File: config.mk
export PLATFORM = sky130hd
export DESIGN_NAME = tx_framer_flat
export DESIGN_NICKNAME = d
export VERILOG_FILES = /design/src/rtl/tx_framer_if.sv /design/src/rtl/tx_framer.sv /design/src/flat_wrapper.sv
export SDC_FILE = /design/constraint.sdc
export NUM_CORES = 1
export LEC_CHECK = 0
export CORE_UTILIZATION = 58
export DETAILED_ROUTE_END_ITERATION = 6
export GPL_TIMING_DRIVEN = 0
export MAX_ROUTING_LAYER = met4
export PLACE_DENSITY = 0.76
export SLEW_MARGIN = 30
export SYNTH_ARGS = -nofsm -noshare
export SYNTH_HDL_FRONTEND = slang
export SYNTH_SLANG_ARGS = --single-unit
File: constraint.sdc
create_clock -name clk -period 3.13 [get_ports clk]
set_input_delay 0.313 -clock clk [delete_from_list [all_inputs] [get_ports clk]]
set_output_delay 0.313 -clock clk [all_outputs]
set_load 0.02 [all_outputs]
File: src/rtl/tx_framer_if.sv
// rtl/tx_framer_if.sv - RAM read port and modulator bit stream between the framer and its neighbours
interface tx_framer_if;
  logic       o_ram_rd;
  logic [9:0] o_ram_addr;
  logic [7:0] i_ram_data;
  logic       i_bit_tick;
  logic       o_bit;
  logic       o_tx_en;

  modport master (
    output o_ram_rd, o_ram_addr, o_bit, o_tx_en,
    input  i_ram_data, i_bit_tick
  );

  modport slave (
    input  o_ram_rd, o_ram_addr, o_bit, o_tx_en,
    output i_ram_data, i_bit_tick
  );
endinterface

File: src/rtl/tx_framer.sv
// rtl/tx_framer.sv - serialises preamble, sync word, length and RAM payload to the modulator; CW test mode
module tx_framer #(
  parameter int          PREAMBLE_BYTES = 4,
  parameter logic [15:0] SYNC_WORD      = 16'hD391,
  parameter int          MAX_LEN        = 1000
) (
  input  logic              clk,
  input  logic              reset,
  input  logic              i_transmit,
  input  logic [9:0]        i_msg_length,
  input  logic              i_cw,
  output logic              o_tx_done,
  tx_framer_if.master       bus
);

  localparam logic [2:0] S_IDLE   = 3'd0;
  localparam logic [2:0] S_CW     = 3'd1;
  localparam logic [2:0] S_PRE    = 3'd2;
  localparam logic [2:0] S_SYNC   = 3'd3;
  localparam logic [2:0] S_LEN_HI = 3'd4;
  localparam logic [2:0] S_LEN_LO = 3'd5;
  localparam logic [2:0] S_PAY    = 3'd6;
  localparam logic [2:0] S_DONE   = 3'd7;

  localparam logic [9:0] MAX_LEN_V = 10'(MAX_LEN);
  localparam logic [9:0] PRE_LAST  = 10'(PREAMBLE_BYTES - 1);

  logic [2:0] state;
  logic       trans_q;
  logic [9:0] len;
  logic [9:0] byte_cnt;
  logic [9:0] fetch_addr;
  logic [9:0] ram_addr_q;
  logic [2:0] bit_cnt;
  logic [7:0] shreg;
  logic [7:0] prefetch;
  logic       fetch_pend;
  logic       rd_q;
  logic       cap_q;
  logic       cw_done_q;

  logic       tx_rise;
  logic       in_frame;
  logic       boundary;
  logic [9:0] len_clamped;
  logic [9:0] len_m1;
  logic [9:0] byte_next;

  assign tx_rise     = i_transmit & ~trans_q;
  assign in_frame    = (state == S_PRE) || (state == S_SYNC) || (state == S_LEN_HI) ||
                       (state == S_LEN_LO) || (state == S_PAY);
  assign boundary    = in_frame && bus.i_bit_tick && (bit_cnt == 3'd7);
  assign len_clamped = (i_msg_length > MAX_LEN_V) ? MAX_LEN_V : i_msg_length;
  assign len_m1      = len - 10'd1;
  assign byte_next   = byte_cnt + 10'd1;

  always_ff @(posedge clk) begin
    if (reset) begin
      state      <= S_IDLE;
      trans_q    <= 1'b1;
      len        <= '0;
      byte_cnt   <= '0;
      fetch_addr <= '0;
      ram_addr_q <= '0;
      bit_cnt    <= '0;
      shreg      <= '0;
      prefetch   <= '0;
      fetch_pend <= 1'b0;
      rd_q       <= 1'b0;
      cap_q      <= 1'b0;
      cw_done_q  <= 1'b0;
    end else begin
      trans_q    <= i_transmit;
      cw_done_q  <= tx_rise && ((state == S_IDLE && i_cw) || state == S_CW);
      rd_q       <= fetch_pend;
      cap_q      <= rd_q;
      fetch_pend <= 1'b0;

      // Fetch runs one clk behind the strobe so the RAM sees a stable address.
      if (fetch_pend) begin
        ram_addr_q <= fetch_addr;
        fetch_addr <= fetch_addr + 10'd1;
      end
      if (cap_q) prefetch <= bus.i_ram_data;

      if (in_frame && bus.i_bit_tick) begin
        bit_cnt <= bit_cnt + 3'd1;
        if (!boundary) shreg <= {shreg[6:0], 1'b0};
      end

      case (state)
        S_IDLE: begin
          if (i_cw) begin
            state <= S_CW;
          end else if (tx_rise) begin
            state      <= S_PRE;
            len        <= len_clamped;
            byte_cnt   <= '0;
            bit_cnt    <= '0;
            fetch_addr <= '0;
            shreg      <= 8'hAA;
          end
        end
        S_CW: begin
          if (!i_cw) state <= S_IDLE;
        end
        S_PRE: begin
          if (boundary) begin
            if (byte_cnt == PRE_LAST) begin
              state    <= S_SYNC;
              shreg    <= SYNC_WORD[15:8];
              byte_cnt <= '0;
            end else begin
              shreg    <= 8'hAA;
              byte_cnt <= byte_next;
            end
          end
        end
        S_SYNC: begin
          if (boundary) begin
            if (byte_cnt == 10'd0) begin
              shreg    <= SYNC_WORD[7:0];
              byte_cnt <= 10'd1;
            end else begin
              state <= S_LEN_HI;
              shreg <= {6'b0, len[9:8]};
            end
          end
        end
        S_LEN_HI: begin
          if (boundary) begin
            state      <= S_LEN_LO;
            shreg      <= len[7:0];
            fetch_pend <= (len != 10'd0);
          end
        end
        S_LEN_LO: begin
          if (boundary) begin
            if (len == 10'd0) begin
              state <= S_DONE;
            end else begin
              state      <= S_PAY;
              shreg      <= prefetch;
              byte_cnt   <= '0;
              fetch_pend <= (len_m1 != 10'd0);
            end
          end
        end
        S_PAY: begin
          if (boundary) begin
            if (byte_cnt == len_m1) begin
              state <= S_DONE;
            end else begin
              shreg      <= prefetch;
              byte_cnt   <= byte_next;
              fetch_pend <= (byte_next != len_m1);
            end
          end
        end
        default: begin
          state <= S_IDLE;
        end
      endcase
    end
  end

  assign bus.o_tx_en    = (state == S_CW) || in_frame;
  assign bus.o_bit      = (state == S_CW) || (in_frame && shreg[7]);
  assign bus.o_ram_rd   = rd_q;
  assign bus.o_ram_addr = ram_addr_q;
  assign o_tx_done      = (state == S_DONE) || cw_done_q;

endmodule

File: src/flat_wrapper.sv
// flat-port wrapper written by rule: the top's interface ports become plain ports
module tx_framer_flat 
#(
  parameter int          PREAMBLE_BYTES = 4,
  parameter logic [15:0] SYNC_WORD      = 16'hD391,
  parameter int          MAX_LEN        = 1000
)
  (clk, reset, i_transmit, i_msg_length, i_cw, o_tx_done, bus_o_ram_rd, bus_o_ram_addr, bus_o_bit, bus_o_tx_en, bus_i_ram_data, bus_i_bit_tick);
  tx_framer_if bus_i ();
  input  logic clk;
  input  logic reset;
  input  logic i_transmit;
  input  logic [9:0] i_msg_length;
  input  logic i_cw;
  output logic o_tx_done;
  output wire logic [$bits(bus_i.o_ram_rd)-1:0] bus_o_ram_rd;
  output wire logic [$bits(bus_i.o_ram_addr)-1:0] bus_o_ram_addr;
  output wire logic [$bits(bus_i.o_bit)-1:0] bus_o_bit;
  output wire logic [$bits(bus_i.o_tx_en)-1:0] bus_o_tx_en;
  input wire logic [$bits(bus_i.i_ram_data)-1:0] bus_i_ram_data;
  input wire logic [$bits(bus_i.i_bit_tick)-1:0] bus_i_bit_tick;
  assign bus_o_ram_rd = bus_i.o_ram_rd;
  assign bus_o_ram_addr = bus_i.o_ram_addr;
  assign bus_o_bit = bus_i.o_bit;
  assign bus_o_tx_en = bus_i.o_tx_en;
  assign bus_i.i_ram_data = bus_i_ram_data;
  assign bus_i.i_bit_tick = bus_i_bit_tick;
  tx_framer #(.PREAMBLE_BYTES(PREAMBLE_BYTES), .SYNC_WORD(SYNC_WORD), .MAX_LEN(MAX_LEN)) u_core (.clk(clk), .reset(reset), .i_transmit(i_transmit), .i_msg_length(i_msg_length), .i_cw(i_cw), .o_tx_done(o_tx_done), .bus(bus_i));
endmodule
# Word-level counts from Yosys, hierarchy flattened
# Index checks and enable logic that the tools add are counted.
# totals
ramBits	0
memories	0
input_bits	23
reg_bits	67
latch_bits	0
mem_bits_ro	0
# op_classes
eq_ne	26
shift	0
n_reduce_logical	22
div	0
n_lt_le_gt_ge	1
n_mux	53
mul	0
bitwise_logic	3
n_addsub	4
# ops
cell	n
10-bit 2-to-1 mux	15
8-bit 2-to-1 mux	12
10-bit case mux with 5 select lines	1
8-bit case mux with 6 select lines	1
3-bit 2-to-1 mux	15
3-bit case mux with 7 select lines	1
10-bit by 1-bit adder with 10-bit output, second input constant	2
10-bit zero test	2
10-bit AND reduction	2
10-bit nonzero test	2
2-bit inequality test, second input constant	8
3-bit == test, second input constant	5
2-bit by 1-bit inequality test with 1-bit output, second input constant	6
10-bit == test	1
10-bit by 2-bit == test with 1-bit output, second input constant	1
10-bit greater-than comparator, second input constant	1
10-bit inequality test	1
10-bit by 1-bit subtractor with 10-bit output, second input constant	1
1-bit logical OR	8
7-bit 2-to-1 mux	1
3-bit by 2-bit == test with 1-bit output, second input constant	2
1-bit 2-to-1 mux	6
1-bit logical AND	5
5-bit nonzero test	1
8 further kinds	9

# Depth between registers and ports, before layout
# logic_depth
word_depth	12
depth_mapped	11
depth_no_buf	9

# Worst setup path before layout
# OpenSTA, ideal clock, no wires.
# synth_path
path_type	register to register
startpoint	reg u_core.len[0]
endpoint	reg u_core.shreg[6]
slack_ns	0.478
n_path_buf	1
setup_ns	0.122
path_stages_with_launch	9
arrival_time_ns	2.530
t_required_ns	3.008
cell_sequence	dfxtp_1 > or4_1 > buf_2 > or4_4 > a211oi_2 > a21boi_2 > a21o_1 > a21boi_2 > a221o_1
# synth_between
elab_chain_cells	5
word_cells_on_any_way	8
cone_classes	1 x add/sub; 1 x eq/ne; 5 x mux; 1 x reduce/logical
# synth_rtl
item	line_no	text
from (decl)	tx_framer.sv:30	logic [9:0] len;
from (signal assigned)	tx_framer.sv:97	len <= len_clamped;
10-bit by 1-bit subtractor with 10-bit output	tx_framer.sv:54	assign len_m1 = len - 10'd1;
10-bit == test	tx_framer.sv:151	if (byte_cnt == len_m1) begin
8-bit 2-to-1 mux	tx_framer.sv:151	
8-bit 2-to-1 mux	tx_framer.sv:150	if (boundary) begin
8-bit case mux with 6 select lines (*)	tx_framer.sv:91	case (state)
to (signal assigned)	tx_framer.sv:88	if (!boundary) shreg <= {shreg[6:0], 1'b0};
to (signal assigned)	tx_framer.sv:111	shreg <= SYNC_WORD[15:8];
to (signal assigned)	tx_framer.sv:154	shreg <= prefetch;
to (decl)	tx_framer.sv:35	logic [7:0] shreg;
# Mark *: on every way between the ends. The rest lies on a longest branch, timed or not.
# A chain may end at the register's enable or synchronous reset.

# Worst setup path in the final report
# layout_path
startpoint	reg u_core.len[0]
endpoint	reg u_core.byte_cnt[0]
# layout_between
elab_chain_cells	4
word_cells_on_any_way	6
cone_classes	1 x add/sub; 3 x eq/ne; 2 x reduce/logical
# layout_rtl
item	line_no	text
10-bit by 1-bit subtractor with 10-bit output	tx_framer.sv:54	
10-bit == test	tx_framer.sv:151	
2-bit inequality test (no line)	-	
10-bit AND reduction (no line) (*)	-	
to (signal assigned)	tx_framer.sv:115	byte_cnt <= byte_next;
to (signal assigned)	tx_framer.sv:155	byte_cnt <= byte_next;
to (decl)	tx_framer.sv:31	logic [9:0] byte_cnt;
# Marked as above.

==> impl_metrics.tcl <==
set metrics [dict create \
    worstSkewPairLatency_ps 370 \
    rsz0062_at_grt "yes" \
    overflow 0 \
    finalSetupViolations 0 \
    clk_pin_slew_ps 80 \
    synth_top_area_share_pct 31.50 \
    grt_pass1_vias 4041 \
    place_hpwl_um 9032 \
    dr.pass1.iters 5 \
    maxSlewViolCount 0 \
    critPathMaxFanout 10 \
    hold_slack_ps 474.2 \
    ys.flop_type "dfxtp_1" \
    antenna_found_initial 0 \
    utilization_pct 71.62 \
    ant_nets 0 \
    initial_utilization_pct 61.32 \
    p_int_uw 1316 \
    ir_drop_mv 0.2419 \
    grt_start_max_net_pins 14 \
    diodes 0 \
    setup_ws_ps 141.9 \
    cp-start-kind "flop" \
    min_path_type "reg -> reg" \
    drt_iter0_drc 434 \
    synth_common_cells "70 x nor2_1, 67 x dfxtp_1, 52 x nand2_1, 43 x a21oi_1, 28 x mux2i_1" \
    area_growth_pct 16.81 \
    yosys.area.top_type "dfxtp_1" \
    drt-wirelength-per-cell_um 17.43 \
    seq_power_share_pct 45.4 \
    dp_slack_ps 55.30 \
    core_area_sq_um 6944 \
    design_area_sq_um 4974 \
    cts.sinks 67 \
    ys_top_cells_by_area "dfxtp_1 32%, mux2i_1 6.6%, nor2_1 6.2%" \
    yosys.cell_count.top_type "nor2_1" \
    fin_setup_tns_ps 0 \
    die_height_um 87.68 \
    max_freq_mhz 334.7 \
    critical-path-slowest-cell "or4_1" \
    cts-root-buf "clkbuf_8" \
    cts_tree "yes" \
    drcViolationCount 0 \
    post-route-period-util_pct 95.47 \
    drt-total-wl_um 12270 \
    htree_levels 3 \
    numCtsBuffers 9 \
    skew_ps 17.58 \
    pwr-share-comb_pct 18.2 \
    synth-async-reset-ratio_pct 0 \
    grt_use_total_pct 34.84 \
    ys_warn_count 0 \
    rr_startpoint "u_core.len[0]" \
    io_pins 37 \
    setup.worst_path.start "u_core.len[0]" \
    endpoint_kind "flop" \
    die_w_um 87.68 \
    min-delay-start "u_core.prefetch[1]" \
    cts_buffer_depth 2 \
    fill_cells 568 \
    port-buffer-count 36 \
    worstMarginPinSlew_ps 968.3 \
    p_sw_share_pct 31.79 \
    ys_seq_elements 67 \
    status "completed" \
    p_leak_uw 0.001733 \
    ys_seq_area_share_pct 31.50 \
    placed_area_sq_um 4748 \
    relSlewSlack_pct 35.31 \
    maxCapViolCount 0 \
    critPathMaxStageDelay_ps 530 \
    hold_viol 0 \
    rows 30 \
    drive_gt1_share_pct 8.224 \
    path_cells "or4_1 > buf_2 > or4_4 > a211oi_2 > a21boi_2 > and3_1 > buf_6 > buf_8 > or3_1 > a21oi_2" \
    syn-cell-area_sq_um 4258 \
    power.density_nw_per_um2 388.0 \
    switching_power_uw 613.5 \
    criticalPathCategory "reg -> reg" \
    timing.critical_path.buf_inv 3 \
    nets 634 \
    syn_nets 587 \
    clkPwrFrac_pct 36.4 \
    synth_cell_type_count 61 \
    syn_inst 556 \
    required_ps 3350 \
    cp_top_family "simple AND/OR/NAND/NOR gates" \
    grt_pass1_wl_um 19950 \
    via_count 4398 \
    avgViaCountPerCell 6.247 \
    layout_min_cycle_time_ps 2988 \
    die_area_sq_um 7688 \
    synth-edff-count 0 \
    globalplace.congestion 1.040 \
    syn-mean-instance-area_sq_um 7.658 \
    arrival_ps 3210 \
]
-- power by group through the flow --
stage          sequential [uW]  combinational, uW  clock, uW
2_1_floorplan              891                221          0
3_3_place_gp               895                326          0
3_5_place_dp               895                330          0
4_1_cts                    875                334        706
5_1_grt                    877                377        742
6_report                   876                350        703
-- worst register-to-register path: stages (launching register included) --
cell	delay (ps)
dfxtp_1	400
or4_1	540
buf_2	180
or4_4	520
a211oi_2	270
a21boi_2	290
and3_1	210
buf_6	130
buf_8	130
or3_1	120
a21oi_2	50
-- through the flow --
stage,power (uW),instances
2_1_floorplan,1112,556
3_3_place_gp,1221,688
3_5_place_dp,1225,688
4_1_cts,1915,704
5_1_grt,1996,704
6_report,1930,704
-- logic make-up (layout without fill, tap and decap cells) --
| kind of cell | Yosys count | after routing | synth area share, % |
|---|---|---|---|
| XOR/XNOR | 35 | 35 | 7.199 |
| flip-flops | 67 | 67 | 31.50 |
| buffers and inverters | 53 | 105 | 5.231 |
| adder cells (fa/ha/maj) | 8 | 8 | 2.351 |
| AND/OR/NAND/NOR | 238 | 238 | 27.56 |
| multiplexers | 28 | 28 | 6.582 |
| AO/OA/AOI/OAI | 127 | 127 | 19.57 |
-- path summary, 6_finish.rpt --
| check | end | slack [ps] | depth (start not counted) |
|---|---|---|---|
| max | u_core.byte_cnt[0] | 140 | 10 |
| min | u_core.shreg[1] | 470 | 1 |
| max reg2reg | u_core.byte_cnt[0] | 140 | 10 |
| min reg2reg | u_core.shreg[1] | 470 | 1 |
-- registers in the layout, indices dropped and copies added, names as in the netlist --
name / count
u_core.fetch_pend: 1
u_core.bus.o_ram_addr: 10
u_core.trans_q: 1
u_core.cw_done_q: 1
u_core.shreg: 8
u_core.fetch_addr: 10
u_core.bus.o_ram_rd: 1
u_core.cap_q: 1
u_core.bit_cnt: 3
u_core.byte_cnt: 10
u_core.len: 10
u_core.prefetch: 8
u_core.state: 3
-- cell usage in the layout, fill, tap and decap left out, drive strengths merged, types with 12 or more instances in the layout --
| cell | instances |
|---|---|
| o21ai | 22 |
| nor3 | 20 |
| clkdlybuf4s50 | 36 |
| nand2 | 52 |
| inv | 15 |
| mux2i | 28 |
| and3 | 13 |
| or4 | 12 |
| dfxtp | 67 |
| nand3 | 24 |
| clkbuf | 37 |
| buf | 13 |
| a21oi | 44 |
| nor2 | 70 |
| xnor2 | 25 |
-- layer usage --
metal	up-vias	wire length, um	share of wire [%]	GRT usage (%)
li1	2090	-	-	-
met1	2031	5386	44	44.25
met2	241	5567	45	53.20
met3	36	920	7.5	5.278
met4	0	393	3.2	18.78
met5	-	0	0	-
-- final cells by class --
type / count / area [sq um] / share of cell area, %
sequential: 67 / 1341 / 26.97
multi-input combinational: 436 / 2733 / 54.94
tap: 96 / 120.1 / 2.415
buffer: 39 / 176.4 / 3.547
inverter: 13 / 48.80 / 0.9811
clock inverter: 6 / 48.80 / 0.9811
timing repair buffer: 37 / 367.9 / 7.396
clock buffer: 10 / 137.6 / 2.767
-- repair_timing --
action	CTS	global route
setup endpoints to repair	2	21
resized for setup	3	7
endpoints found under the hold margin	0	0
setup buffers	0	1
hold buffers	0	0
pin swaps	0	1
Note: power is estimated with default switching activity, not from simulation.
